### src/rtl/imsic_pkg.sv
// -----------------------------------------------------------------------------
// imsic_pkg
// Shared IMSIC definitions:
//   - MSI sender FSM state enum
//   - width-derivation helpers for the hart / file / identity fields
//   - MSI_INFO field offsets; the layout is {hart, file, id}, MSB..LSB
// -----------------------------------------------------------------------------
package imsic_pkg;

    typedef enum logic [1:0] {
        IDLE   = 2'd0,
        ASSERT = 2'd1,
        HOLD   = 2'd2
    } msi_state_e;

    // Index width for n items. It is never narrower than one bit, so a
    // single-item field still has a real wire.
    function automatic int clog2_min1(input int n);
        return (n > 1) ? $clog2(n) : 1;
    endfunction

    function automatic int hart_width(input int nr_harts);
        return clog2_min1(nr_harts);
    endfunction

    function automatic int file_width(input int nr_files);
        return clog2_min1(nr_files);
    endfunction

    function automatic int src_width(input int nr_src);
        return clog2_min1(nr_src);
    endfunction

    // The counter must hold the larger of the two phase lengths.
    function automatic int cnt_width(input int vld_high, input int info_hold);
        return $clog2(((vld_high > info_hold) ? vld_high : info_hold) + 1);
    endfunction

    function automatic int info_width(input int hart_w, input int file_w, input int src_w);
        return hart_w + file_w + src_w;
    endfunction

    // MSI_INFO field offsets.
    function automatic int info_id_lsb();
        return 0;
    endfunction

    function automatic int info_file_lsb(input int src_w);
        return src_w;
    endfunction

    function automatic int info_hart_lsb(input int src_w, input int file_w);
        return src_w + file_w;
    endfunction

endpackage

### src/rtl/imsic_msi_fifo.sv
// -----------------------------------------------------------------------------
// imsic_msi_fifo
// Synchronous request FIFO. DEPTH must be a power of two and at least 2.
// rdata is valid combinationally whenever empty is 0.
// A push and a pop in the same cycle are both honoured.
// A push while full is ignored, and a pop while empty is ignored.
// Ports:
//   clk, rstn      clock, async active-low reset
//   push, wdata    write strobe and data
//   pop            read strobe (consumes rdata)
//   rdata          head entry
//   full, empty    occupancy flags
// -----------------------------------------------------------------------------
module imsic_msi_fifo #(
    parameter int WIDTH = 10,
    parameter int DEPTH = 4
) (
    input  logic             clk,
    input  logic             rstn,
    input  logic             push,
    input  logic [WIDTH-1:0] wdata,
    input  logic             pop,
    output logic [WIDTH-1:0] rdata,
    output logic             full,
    output logic             empty
);

    localparam int AW = $clog2(DEPTH);
    localparam logic [AW:0] FULL_CNT = (AW + 1)'(DEPTH);

    logic [WIDTH-1:0] mem [DEPTH];
    logic [AW-1:0]    wr_ptr;
    logic [AW-1:0]    rd_ptr;
    logic [AW:0]      count;
    logic             push_ok;
    logic             pop_ok;

    assign full    = (count == FULL_CNT);
    assign empty   = (count == '0);
    assign push_ok = push & ~full;
    assign pop_ok  = pop & ~empty;
    assign rdata   = mem[rd_ptr];

    // NOTE: storage is deliberately left unreset. Only the pointers and count
    // say what is valid, and a reset on the array would turn it into flops.
    always_ff @(posedge clk) begin
        if (push_ok) begin
            mem[wr_ptr] <= wdata;
        end
    end

    // The pointers wrap naturally because DEPTH is a power of two.
    // NOTE: state registers use non-blocking assignments only, so every flop
    // samples pre-edge values no matter what order the blocks run in.
    always_ff @(posedge clk or negedge rstn) begin
        if (!rstn) begin
            wr_ptr <= '0;
            rd_ptr <= '0;
            count  <= '0;
        end else begin
            if (push_ok) wr_ptr <= wr_ptr + 1'b1;
            if (pop_ok)  rd_ptr <= rd_ptr + 1'b1;
            unique case ({push_ok, pop_ok})
                2'b10:   count <= count + 1'b1;
                2'b01:   count <= count - 1'b1;
                default: count <= count;
            endcase
        end
    end

endmodule

### src/rtl/imsic_msi_sender.sv
// -----------------------------------------------------------------------------
// imsic_msi_sender
// Bus-side MSI transmitter. Decoded seteipnum writes are range-checked and
// buffered. Each one is then sent as {hart, file, id} on o_msi_info, with
// o_msi_info_vld held high for VLD_HIGH_CYC cycles. After vld falls, the info
// stays frozen for at least INFO_HOLD_CYC + 1 cycles, so a resynchronising
// receiver can capture it on the falling edge of vld.
// Ports:
//   clk, rstn        clock, async active-low reset
//   i_msi_wr_vld     write valid        o_msi_wr_rdy   not full
//   i_msi_wr_hart    target hart        i_msi_wr_file  target file
//   i_msi_wr_data    identity (32 bit)
//   o_msi_info       {hart,file,id}     o_msi_info_vld delivery strobe
//   o_msi_drop       1-cycle pulse for an accepted but illegal write
//   o_busy           FIFO non-empty or a message in flight
// -----------------------------------------------------------------------------
module imsic_msi_sender
    import imsic_pkg::*;
#(
    parameter  int NR_INTP_FILES   = 7,
    parameter  int NR_HARTS        = 4,
    parameter  int NR_SRC          = 32,
    parameter  int FIFO_DEPTH      = 4,
    parameter  int VLD_HIGH_CYC    = 4,
    parameter  int INFO_HOLD_CYC   = 6,
    localparam int NR_HARTS_WIDTH  = hart_width(NR_HARTS),
    localparam int INTP_FILE_WIDTH = file_width(NR_INTP_FILES),
    localparam int NR_SRC_WIDTH    = src_width(NR_SRC),
    localparam int MSI_INFO_WIDTH  = info_width(NR_HARTS_WIDTH, INTP_FILE_WIDTH, NR_SRC_WIDTH)
) (
    input  logic                       clk,
    input  logic                       rstn,
    input  logic                       i_msi_wr_vld,
    output logic                       o_msi_wr_rdy,
    input  logic [NR_HARTS_WIDTH-1:0]  i_msi_wr_hart,
    input  logic [INTP_FILE_WIDTH-1:0] i_msi_wr_file,
    input  logic [31:0]                i_msi_wr_data,
    output logic [MSI_INFO_WIDTH-1:0]  o_msi_info,
    output logic                       o_msi_info_vld,
    output logic                       o_msi_drop,
    output logic                       o_busy
);

    localparam int                CNT_W     = cnt_width(VLD_HIGH_CYC, INFO_HOLD_CYC);
    localparam logic [CNT_W-1:0]  VLD_LOAD  = CNT_W'(VLD_HIGH_CYC - 1);
    localparam logic [CNT_W-1:0]  HOLD_LOAD = CNT_W'(INFO_HOLD_CYC - 1);
    localparam logic [31:0]       HARTS_U   = 32'(NR_HARTS);
    localparam logic [31:0]       FILES_U   = 32'(NR_INTP_FILES);
    localparam logic [31:0]       SRC_U     = 32'(NR_SRC);

    msi_state_e                state, state_d;
    logic [CNT_W-1:0]          cnt, cnt_d;
    logic [MSI_INFO_WIDTH-1:0] info_d;
    logic                      vld_d;
    logic                      accept;
    logic                      legal;
    logic                      push;
    logic                      pop;
    logic                      fifo_full;
    logic                      fifo_empty;
    logic [MSI_INFO_WIDTH-1:0] fifo_rdata;

    // The identity is checked against the full 32-bit write data. Upper bits
    // are only discarded after the check has passed.
    assign legal  = (32'(i_msi_wr_hart) < HARTS_U)
                  && (32'(i_msi_wr_file) < FILES_U)
                  && (i_msi_wr_data != 32'd0)
                  && (i_msi_wr_data < SRC_U);
    assign accept = i_msi_wr_vld & o_msi_wr_rdy;
    assign push   = accept & legal;

    assign o_msi_wr_rdy = ~fifo_full;
    assign o_busy       = ~fifo_empty | (state != IDLE);

    imsic_msi_fifo #(
        .WIDTH (MSI_INFO_WIDTH),
        .DEPTH (FIFO_DEPTH)
    ) u_fifo (
        .clk   (clk),
        .rstn  (rstn),
        .push  (push),
        .wdata ({i_msi_wr_hart, i_msi_wr_file, i_msi_wr_data[NR_SRC_WIDTH-1:0]}),
        .pop   (pop),
        .rdata (fifo_rdata),
        .full  (fifo_full),
        .empty (fifo_empty)
    );

    // o_msi_info is only reloaded on the IDLE->ASSERT edge. Through ASSERT
    // and HOLD it stays frozen, which is what the receiver's falling-edge
    // capture depends on.
    always_comb begin
        // NOTE: every output of this block gets a default first, so no path
        // leaves one unassigned and no latch is inferred.
        state_d = state;
        cnt_d   = cnt;
        info_d  = o_msi_info;
        vld_d   = o_msi_info_vld;
        pop     = 1'b0;
        unique case (state)
            IDLE: begin
                if (!fifo_empty) begin
                    pop     = 1'b1;
                    info_d  = fifo_rdata;
                    vld_d   = 1'b1;
                    cnt_d   = VLD_LOAD;
                    state_d = ASSERT;
                end
            end
            ASSERT: begin
                if (cnt != '0) begin
                    cnt_d = cnt - 1'b1;
                end else begin
                    vld_d   = 1'b0;
                    cnt_d   = HOLD_LOAD;
                    state_d = HOLD;
                end
            end
            HOLD: begin
                if (cnt != '0) begin
                    cnt_d = cnt - 1'b1;
                end else begin
                    state_d = IDLE;
                end
            end
            default: state_d = IDLE;
        endcase
    end

    always_ff @(posedge clk or negedge rstn) begin
        if (!rstn) begin
            state          <= IDLE;
            cnt            <= '0;
            o_msi_info     <= '0;
            o_msi_info_vld <= 1'b0;
            o_msi_drop     <= 1'b0;
        end else begin
            state          <= state_d;
            cnt            <= cnt_d;
            o_msi_info     <= info_d;
            o_msi_info_vld <= vld_d;
            o_msi_drop     <= accept & ~legal;
        end
    end

endmodule

### config.mk
export PLATFORM = sky130hd
export DESIGN_NAME = imsic_msi_sender
export DESIGN_NICKNAME = d
export VERILOG_FILES = /design/src/rtl/imsic_pkg.sv /design/src/rtl/imsic_msi_fifo.sv /design/src/rtl/imsic_msi_sender.sv
export SDC_FILE = /design/constraint.sdc
export NUM_CORES = 1
export LEC_CHECK = 0
export BUFFER_PORTS_ARGS = -buffer_cell sky130_fd_sc_hd__buf_2
export CORE_ASPECT_RATIO = 0.6
export CORE_UTILIZATION = 45
export CTS_CLUSTER_SIZE = 20
export DETAILED_ROUTE_END_ITERATION = 7
export PLACE_DENSITY = 0.67
export SYNTH_ARGS = -nofsm -noshare
export SYNTH_HDL_FRONTEND = slang
export SYNTH_SLANG_ARGS = --single-unit
### constraint.sdc
create_clock -name clk -period 5.7 [get_ports clk]
set_clock_uncertainty 0.1 [all_clocks]
set_input_delay 0.57 -clock clk [delete_from_list [all_inputs] [get_ports clk]]
set_output_delay 0.57 -clock clk [all_outputs]
set_load 0.02 [all_outputs]
# After elaboration in Yosys (flattened, before gate mapping)
# Memories as Yosys holds them, arrays and structs flattened. A register that Yosys moved wholly into a read port is not among the register bits.
# Cells that the tools add are included.
totals:
  ff_bits: 14
  input_bits: 40
  output_inout_bits: 14
  elab_cells: 64
  mem_count: 1
  ram_bits: 40
memory_table:
  columns: ["memory", "words", "word_bits", "rd", "rd_ports_with_merged_regs", "write_ports", "line_no", "text"]
  rows:
  - ["u_fifo.mem", 4, 10, 1, 1, 1, "imsic_msi_fifo.sv:31", "logic [WIDTH-1:0] mem [DEPTH];"]
classes:
  addsub: 5
  bitwise_logic: 9
  eq_ne: 9
  muxes: 16
  reduce_logical: 15
  magnitude_cmp: 2
ops:
  columns: ["cell", "n"]
  rows:
  - ["$lt 32x6->1 const B", 1]
  - ["$reduce_bool 32->1", 1]
  - ["$mux 3", 3]
  - ["$pmux 3 s3", 1]
  - ["$reduce_and 3->1", 3]
  - ["$ne 2x2->1 const B", 4]
  - ["$mux 1", 6]
  - ["$mux 2", 3]
  - ["$pmux 2 s3", 1]
  - ["$pmux 3 s2", 1]
  - ["$reduce_bool 2->1", 3]
  - ["$reduce_bool 3->1", 2]
  - ["$sub 3x1->3 const B", 2]
  - ["$and 1x1->1", 5]
  - ["$add 2x1->2 const B", 2]
  - ["$eq 2x1->1 const B", 2]
  - ["$eq 2x2->1 const B", 2]
  - ["$add 3x1->3 const B", 1]
  - ["$eq 3x3->1 const B", 1]
  - ["$logic_not 3->1", 1]
  - ["$lt 3x3->1 const B", 1]
  - ["$not 1->1", 3]
  - ["$logic_and 1x1->1", 2]
  - ["$logic_not 2->1", 1]
  - ["other kinds (4)", 4]

# Longest topological paths before layout
depth:
  depth_word: 7
  depth_mapped: 11
  mapped_depth_nobuf: 10

# By module
# Synthesis repeated with hierarchy kept, for this count alone.
hier_totals:
  cells_unflattened: 174
  hier_area_um2: 2801.4
modules_own_cells:
  columns: ["mod", "seq_area_each_um2", "cells_per_inst", "n_inst", "area_each_um2"]
  rows:
  - ["imsic_msi_fifo", 1376.3, 89, 1, 1885.6]
  - ["imsic_msi_sender", 425.4, 85, 1, 915.9]

# Worst setup path before layout
# Ideal clock, no wire load.
synth_timing:
  path_kind: "input to register"
  startpoint: "input i_msi_wr_data[29]"
  endpoint: "register u_fifo.count[1]"
  setup_time_ns: 0.083
  cell_stages: 7
  arrival_ns: 2.294
  t_required_ns: 5.517
  slack_ns: 3.224
  n_path_buf: 0
  path_cell_list: "or3_1 -> a311oi_2 -> nand4_4 -> ha_1 -> inv_1 -> fa_1 -> o21ai_0"
synth_between:
  elab_chain_len: 7
  word_cells_on_any_way: 10
  classes_between: "order compare (1); eq/ne (2); mux (1); bitwise (2); reduce/logical (4)"
synth_lines:
  columns: ["element", "line_no", "text"]
  rows:
  - ["start, declared", "imsic_msi_sender.sv:37", "input logic [31:0] i_msi_wr_data,"]
  - ["branches (longest 2 deep; another with $lt 32x6->1)", null, null]
  - ["$logic_and 1x1->1 *", "imsic_msi_sender.sv:68", "&& (i_msi_wr_data < SRC_U);"]
  - ["$and 1x1->1 *", "imsic_msi_sender.sv:70", "assign push = accept & legal;"]
  - ["$and 1x1->1 *", "imsic_msi_fifo.sv:40", "assign push_ok = push & ~full;"]
  - ["$eq 2x1->1 / $eq 2x2->1 (equally long branches)", "imsic_msi_fifo.sv:63", "unique case ({push_ok, pop_ok})"]
  - ["$pmux 3 s2 / $reduce_bool 2->1 (equally long branches)", null, null]
  - ["end signal, assigned", "imsic_msi_fifo.sv:64", "2'b10: count <= count + 1'b1;"]
  - ["end signal, assigned", "imsic_msi_fifo.sv:65", "2'b01: count <= count - 1'b1;"]
  - ["end signal, assigned", "imsic_msi_fifo.sv:66", "default: count <= count;"]
  - ["end, declared", "imsic_msi_fifo.sv:34", "logic [AW:0] count;"]
# Mark *: on every way between the ends.
# A chain may end at the register's enable or synchronous reset.

# Final worst setup path
layout_timing:
  startpoint: "register state[1]"
  endpoint: "register u_fifo.count[2]"
layout_between:
  elab_chain_len: 5
  word_cells_on_any_way: 7
  classes_between: "eq/ne (2); mux (2); bitwise (1); reduce/logical (2)"
layout_lines:
  columns: ["element", "line_no", "text"]
  rows:
  - ["start, declared", "imsic_msi_sender.sv:51", "msi_state_e state, state_d;"]
  - ["start signal, assigned", "imsic_msi_sender.sv:138", "state <= state_d;"]
  - ["$logic_not 2->1 *", "imsic_msi_sender.sv:100", "unique case (state)"]
  - ["$mux 1 *", "imsic_msi_sender.sv:100", null]
  - ["$and 1x1->1 *", "imsic_msi_fifo.sv:41", "assign pop_ok = pop & ~empty;"]
  - ["$eq 2x1->1 / $eq 2x2->1 (equally long branches)", "imsic_msi_fifo.sv:63", null]
  - ["$pmux 3 s2 / $reduce_bool 2->1 (equally long branches)", null, null]
# Mark *: on every way between the ends. The rest lies on a longest branch, timed or not.

==> results.ini <==
[power]
seq_power_share = 0.516
switchingPower_mw = 0.2601
switching_share = 0.2497
pwr-share-clk = 0.361
max-vdd-ir-drop_mv = 0.1742
p_int_mw = 0.7818
p_leak_nw = 1.378
power_density_nw_per_um2 = 316.1
combPwrFrac = 0.123

[worst_setup_path]
cp_common_cell = sky130_fd_sc_hd__inv_1
cp_data_required_time_ns = 5.86
critical_path_endpoint_category = flip-flop
arrival_ns = 2.86
critical_path_cell_sequence = inv_1 -> ha_1 -> nand2b_1 -> inv_1 -> ha_1 -> inv_1 -> fa_1 -> xor2_1 -> nor2_1 -> xor2_1
slowest_stage_delay_cp_ns = 0.44
worst_path_fanout_max = 13
r2r_cells = 10
cp-start-kind = flip-flop
crit_slowest_cell = sky130_fd_sc_hd__inv_1
reg2reg_to = u_fifo.count[2]$_DFFE_PN0P_
worst-r2r-setup-slack_ns = 3.00
worstSetupPathType = flip-flop to flip-flop
rr_startpoint = state[1]$_DFFE_PN0P_

[final_layout]
final_layout_size_suffix_gt1_frac = 0.3217
finalCoreUtilization = 0.5754
area_growth_pct = 19.56
antenna-diode-count = 0
final_net_count = 306
finalNonFillerCells = 338

[cts]
clock_path_buffers = 2
cts-htree-levels = 3
clock_sinks = 64
post_cts_setup_repair_bufs = 0
cts.repair.resized = 0
holdBufCountCts = 0
clk_pin_slew_ns = 0.06
cts_tree = done
root_cell_of_the_clock_tree = sky130_fd_sc_hd__clkbuf_8
later_pin_clock_latency_in_the_skew_report_ns = 0.34
cts_inserted_buffers = 9

[place]
gp_congestion = 0.7990
place_hpwl_microns = 4116
portBuffers = 53
placement.setup.worst_slack_ns = 2.843
post-place-cells = 322

[logic_synthesis]
yosys.cell_types.count = 31
syn_area_sq_um = 2756
yosys-top-cells-area = sky130_fd_sc_hd__edfxtp_1, sky130_fd_sc_hd__dfrtp_1, sky130_fd_sc_hd__mux4_2, sky130_fd_sc_hd__ha_1, sky130_fd_sc_hd__nand2_1
synth_cells = 193
synth_area_per_cell_sq_um = 14.28
netlist.area_leader.share = 0.4358
synth_seq_area_share = 0.6537
synth_seq_cells = 64
postSynthNetCount = 246
post-synth-top-area-cell = sky130_fd_sc_hd__edfxtp_1
synth_warnings = 0

[global_routing]
antenna_found_initial = 0
global_route.usage.total = 0.2004
grt_first_pass_wirelength_microns = 8963
number_of_global_route_vias_before_repair = 1708
global_route.overflow_total = 0
grt_start_max_net_pins = 25

[floorplan]
die_width_microns = 103.0
std_cell_rows = 21
die_h_microns = 62.63
core_area_sq_um = 5728
die-area_sq_um = 6453
number_of_i_o_pins = 54
floorplan.initialDensity = 0.4812

[timing]
slew-limit-headroom = 0.4293
final-hold-violation-count = 0
worst_pin_slew_ns = 0.8528
grt_setup_unrepaired = false
postLayoutSetupSlackWorst_ns = 3.001
finalMaxSlewViolations = 0
final.min_clock_period_ns = 2.699
max_freq_mhz = 370.5
final-setup-viol-count = 0
totalNegativeSetupSlack_ns = 0
timing.final.crit_share = 0.4735

[drt]
drcViolationCount = 0
drt-initial-drc-count = 89
drt-total-wl_microns = 5475
route.antenna.remaining_nets = 0
num_vias = 1678
drt_pass1_iterations = 4
wl_per_cell_microns = 16.20
per_cell_via_count_in_the_routed_design = 4.964

[min_path]
timing.hold.worst.class = primary input to asynchronous set/reset pin

[outcome]
outcome = completed

[job]
maxCapViolations = 0

-- power groups by stage --
stage          sequential [mW]  clock (mW)  combinational [mW]
4_1_cts                  0.538       0.386               0.131
3_3_place_gp             0.545           0               0.128
5_1_grt                  0.541       0.403               0.145
3_5_place_dp             0.548           0               0.130
2_1_floorplan            0.575           0              0.0448
6_report                 0.538       0.376               0.129
-- cell families (layout without fill, tap and decap cells) --
| kind of cell | Yosys count | count (layout) | share of synthesized area |
|---|---|---|---|
| mux | 13 | 13 | 0.09532 |
| compound gates | 17 | 17 | 0.04221 |
| xor+xnor | 6 | 6 | 0.01906 |
| buf+inv | 19 | 84 | 0.02632 |
| flops | 64 | 64 | 0.6537 |
| fa+ha+maj | 13 | 13 | 0.06173 |
| simple gates | 61 | 61 | 0.1017 |
-- worst max-delay path by stage --
stage	from	endpoint	slack (ns)	cells after the start
after detailed placement	i_msi_wr_data[29]	u_fifo.mem[1][8]$_DFFE_PP_	2.84	5
after global routing	state[0]$_DFFE_PN0P_	u_fifo.count[2]$_DFFE_PN0P_	2.76	10
after CTS	state[1]$_DFFE_PN0P_	u_fifo.count[2]$_DFFE_PN0P_	2.98	10
after floorplan	i_msi_wr_data[29]	u_fifo.count[1]$_DFFE_PN0P_	3.22	7
after global placement	i_msi_wr_data[5]	u_fifo.mem[2][8]$_DFFE_PP_	2.89	6
final	state[1]$_DFFE_PN0P_	u_fifo.count[2]$_DFFE_PN0P_	3.00	10
-- cell usage after synthesis --
| cell type | number |
|---|---|
| sky130_fd_sc_hd__edfxtp_1 | 40 |
| sky130_fd_sc_hd__nand2_1 | 37 |
| sky130_fd_sc_hd__dfrtp_1 | 24 |
| sky130_fd_sc_hd__inv_1 | 15 |
| sky130_fd_sc_hd__ha_1 | 12 |
| sky130_fd_sc_hd__mux4_2 | 10 |
| sky130_fd_sc_hd__nor2_1 | 8 |
| sky130_fd_sc_hd__a21oi_1 | 7 |
| sky130_fd_sc_hd__nor4_1 | 6 |
| sky130_fd_sc_hd__xnor2_1 | 4 |
| sky130_fd_sc_hd__clkbuf_1 | 3 |
| sky130_fd_sc_hd__nand2b_1 | 3 |
| sky130_fd_sc_hd__o21ai_0 | 3 |
| sky130_fd_sc_hd__mux2_2 | 2 |
| sky130_fd_sc_hd__nor3_1 | 2 |
| sky130_fd_sc_hd__xor2_1 | 2 |
| sky130_fd_sc_hd__a2111oi_0 | 1 |
| sky130_fd_sc_hd__a211oi_1 | 1 |
| sky130_fd_sc_hd__a21oi_2 | 1 |
| sky130_fd_sc_hd__a22oi_1 | 1 |
| sky130_fd_sc_hd__a311oi_2 | 1 |
| sky130_fd_sc_hd__buf_2 | 1 |
| sky130_fd_sc_hd__fa_1 | 1 |
| sky130_fd_sc_hd__mux2_4 | 1 |
| sky130_fd_sc_hd__nand3_1 | 1 |
| sky130_fd_sc_hd__nand4_1 | 1 |
| sky130_fd_sc_hd__nand4_4 | 1 |
| sky130_fd_sc_hd__nor2b_1 | 1 |
| sky130_fd_sc_hd__o22a_1 | 1 |
| sky130_fd_sc_hd__o32a_1 | 1 |
| sky130_fd_sc_hd__or3_1 | 1 |
-- flip-flops by register name, indices dropped and copies added (netlist names) --
name and count:
u_fifo.count 3, o_msi_info_vld 1, state 2, o_msi_info 10, o_msi_drop 1, u_fifo.rd_ptr 2, u_fifo.mem 40, u_fifo.wr_ptr 2
cnt 3
-- placed cells by master (no fill, tap or decap) --
master                      count
sky130_fd_sc_hd__bufinv_16      1
sky130_fd_sc_hd__a22oi_1        1
sky130_fd_sc_hd__mux2_2         2
sky130_fd_sc_hd__nand2_1       37
sky130_fd_sc_hd__a311oi_2       1
sky130_fd_sc_hd__nor2b_1        1
sky130_fd_sc_hd__fa_1           1
sky130_fd_sc_hd__o22a_1         1
sky130_fd_sc_hd__o32a_1         1
sky130_fd_sc_hd__nand4_4        1
sky130_fd_sc_hd__nand2b_1       3
sky130_fd_sc_hd__clkbuf_1       2
sky130_fd_sc_hd__nand3_1        1
sky130_fd_sc_hd__buf_2         53
sky130_fd_sc_hd__a21oi_1        7
sky130_fd_sc_hd__ha_1          12
sky130_fd_sc_hd__or3_1          1
sky130_fd_sc_hd__mux2_4         1
sky130_fd_sc_hd__mux4_2        10
sky130_fd_sc_hd__clkbuf_8      10
sky130_fd_sc_hd__xnor2_1        4
sky130_fd_sc_hd__a211oi_1       1
sky130_fd_sc_hd__clkinv_2       3
sky130_fd_sc_hd__inv_1         15
sky130_fd_sc_hd__dfrtp_1       24
sky130_fd_sc_hd__a2111oi_0      1
sky130_fd_sc_hd__o21ai_0        3
sky130_fd_sc_hd__nor3_1         2
sky130_fd_sc_hd__a21oi_2        1
sky130_fd_sc_hd__edfxtp_1      40
sky130_fd_sc_hd__xor2_1         2
sky130_fd_sc_hd__nor2_1         8
sky130_fd_sc_hd__nand4_1        1
sky130_fd_sc_hd__nor4_1         6
-- per-layer routing --
layer / part of all wire / track usage
met5: 0 / 0
met3: 0.077 / 0.06711
met1: 0.50 / 0.3054
met2: 0.40 / 0.2592
met4: 0.020 / 0.08451
-- final cells by class --
class	count	area, sq um
well taps	80	100.1
fillers	487	2432
repair buffers	53	265.3
multi-input cells	110	882.1
clock inverters	4	45.04
flip-flops and latches	64	1802
inverters	15	56.30
clock buffers	12	145.1
-- critical path, delay by kind of cell (launching register included) --
| family | cells | cell delay, ns |
|---|---|---|
| adder cells (fa/ha/maj) | 3 | 0.81 |
| AND/OR/NAND/NOR | 2 | 0.39 |
| XOR/XNOR | 2 | 0.31 |
| flip-flops | 1 | 0.40 |
| buffers and inverters | 3 | 0.63 |
-- through the flow --
step	power (mW)	hold slack [ns]	area (sq um)
6_report	1.042	0.1085	3296
5_1_grt	1.090	0.1412	3296
4_1_cts	1.055	0.1145	3296
3_5_place_dp	0.6779	0.3624	3105
3_3_place_gp	0.6732	0.3522	3105
2_1_floorplan	0.6199	0.1744	2756
Note: power is estimated with default switching activity, not from simulation.
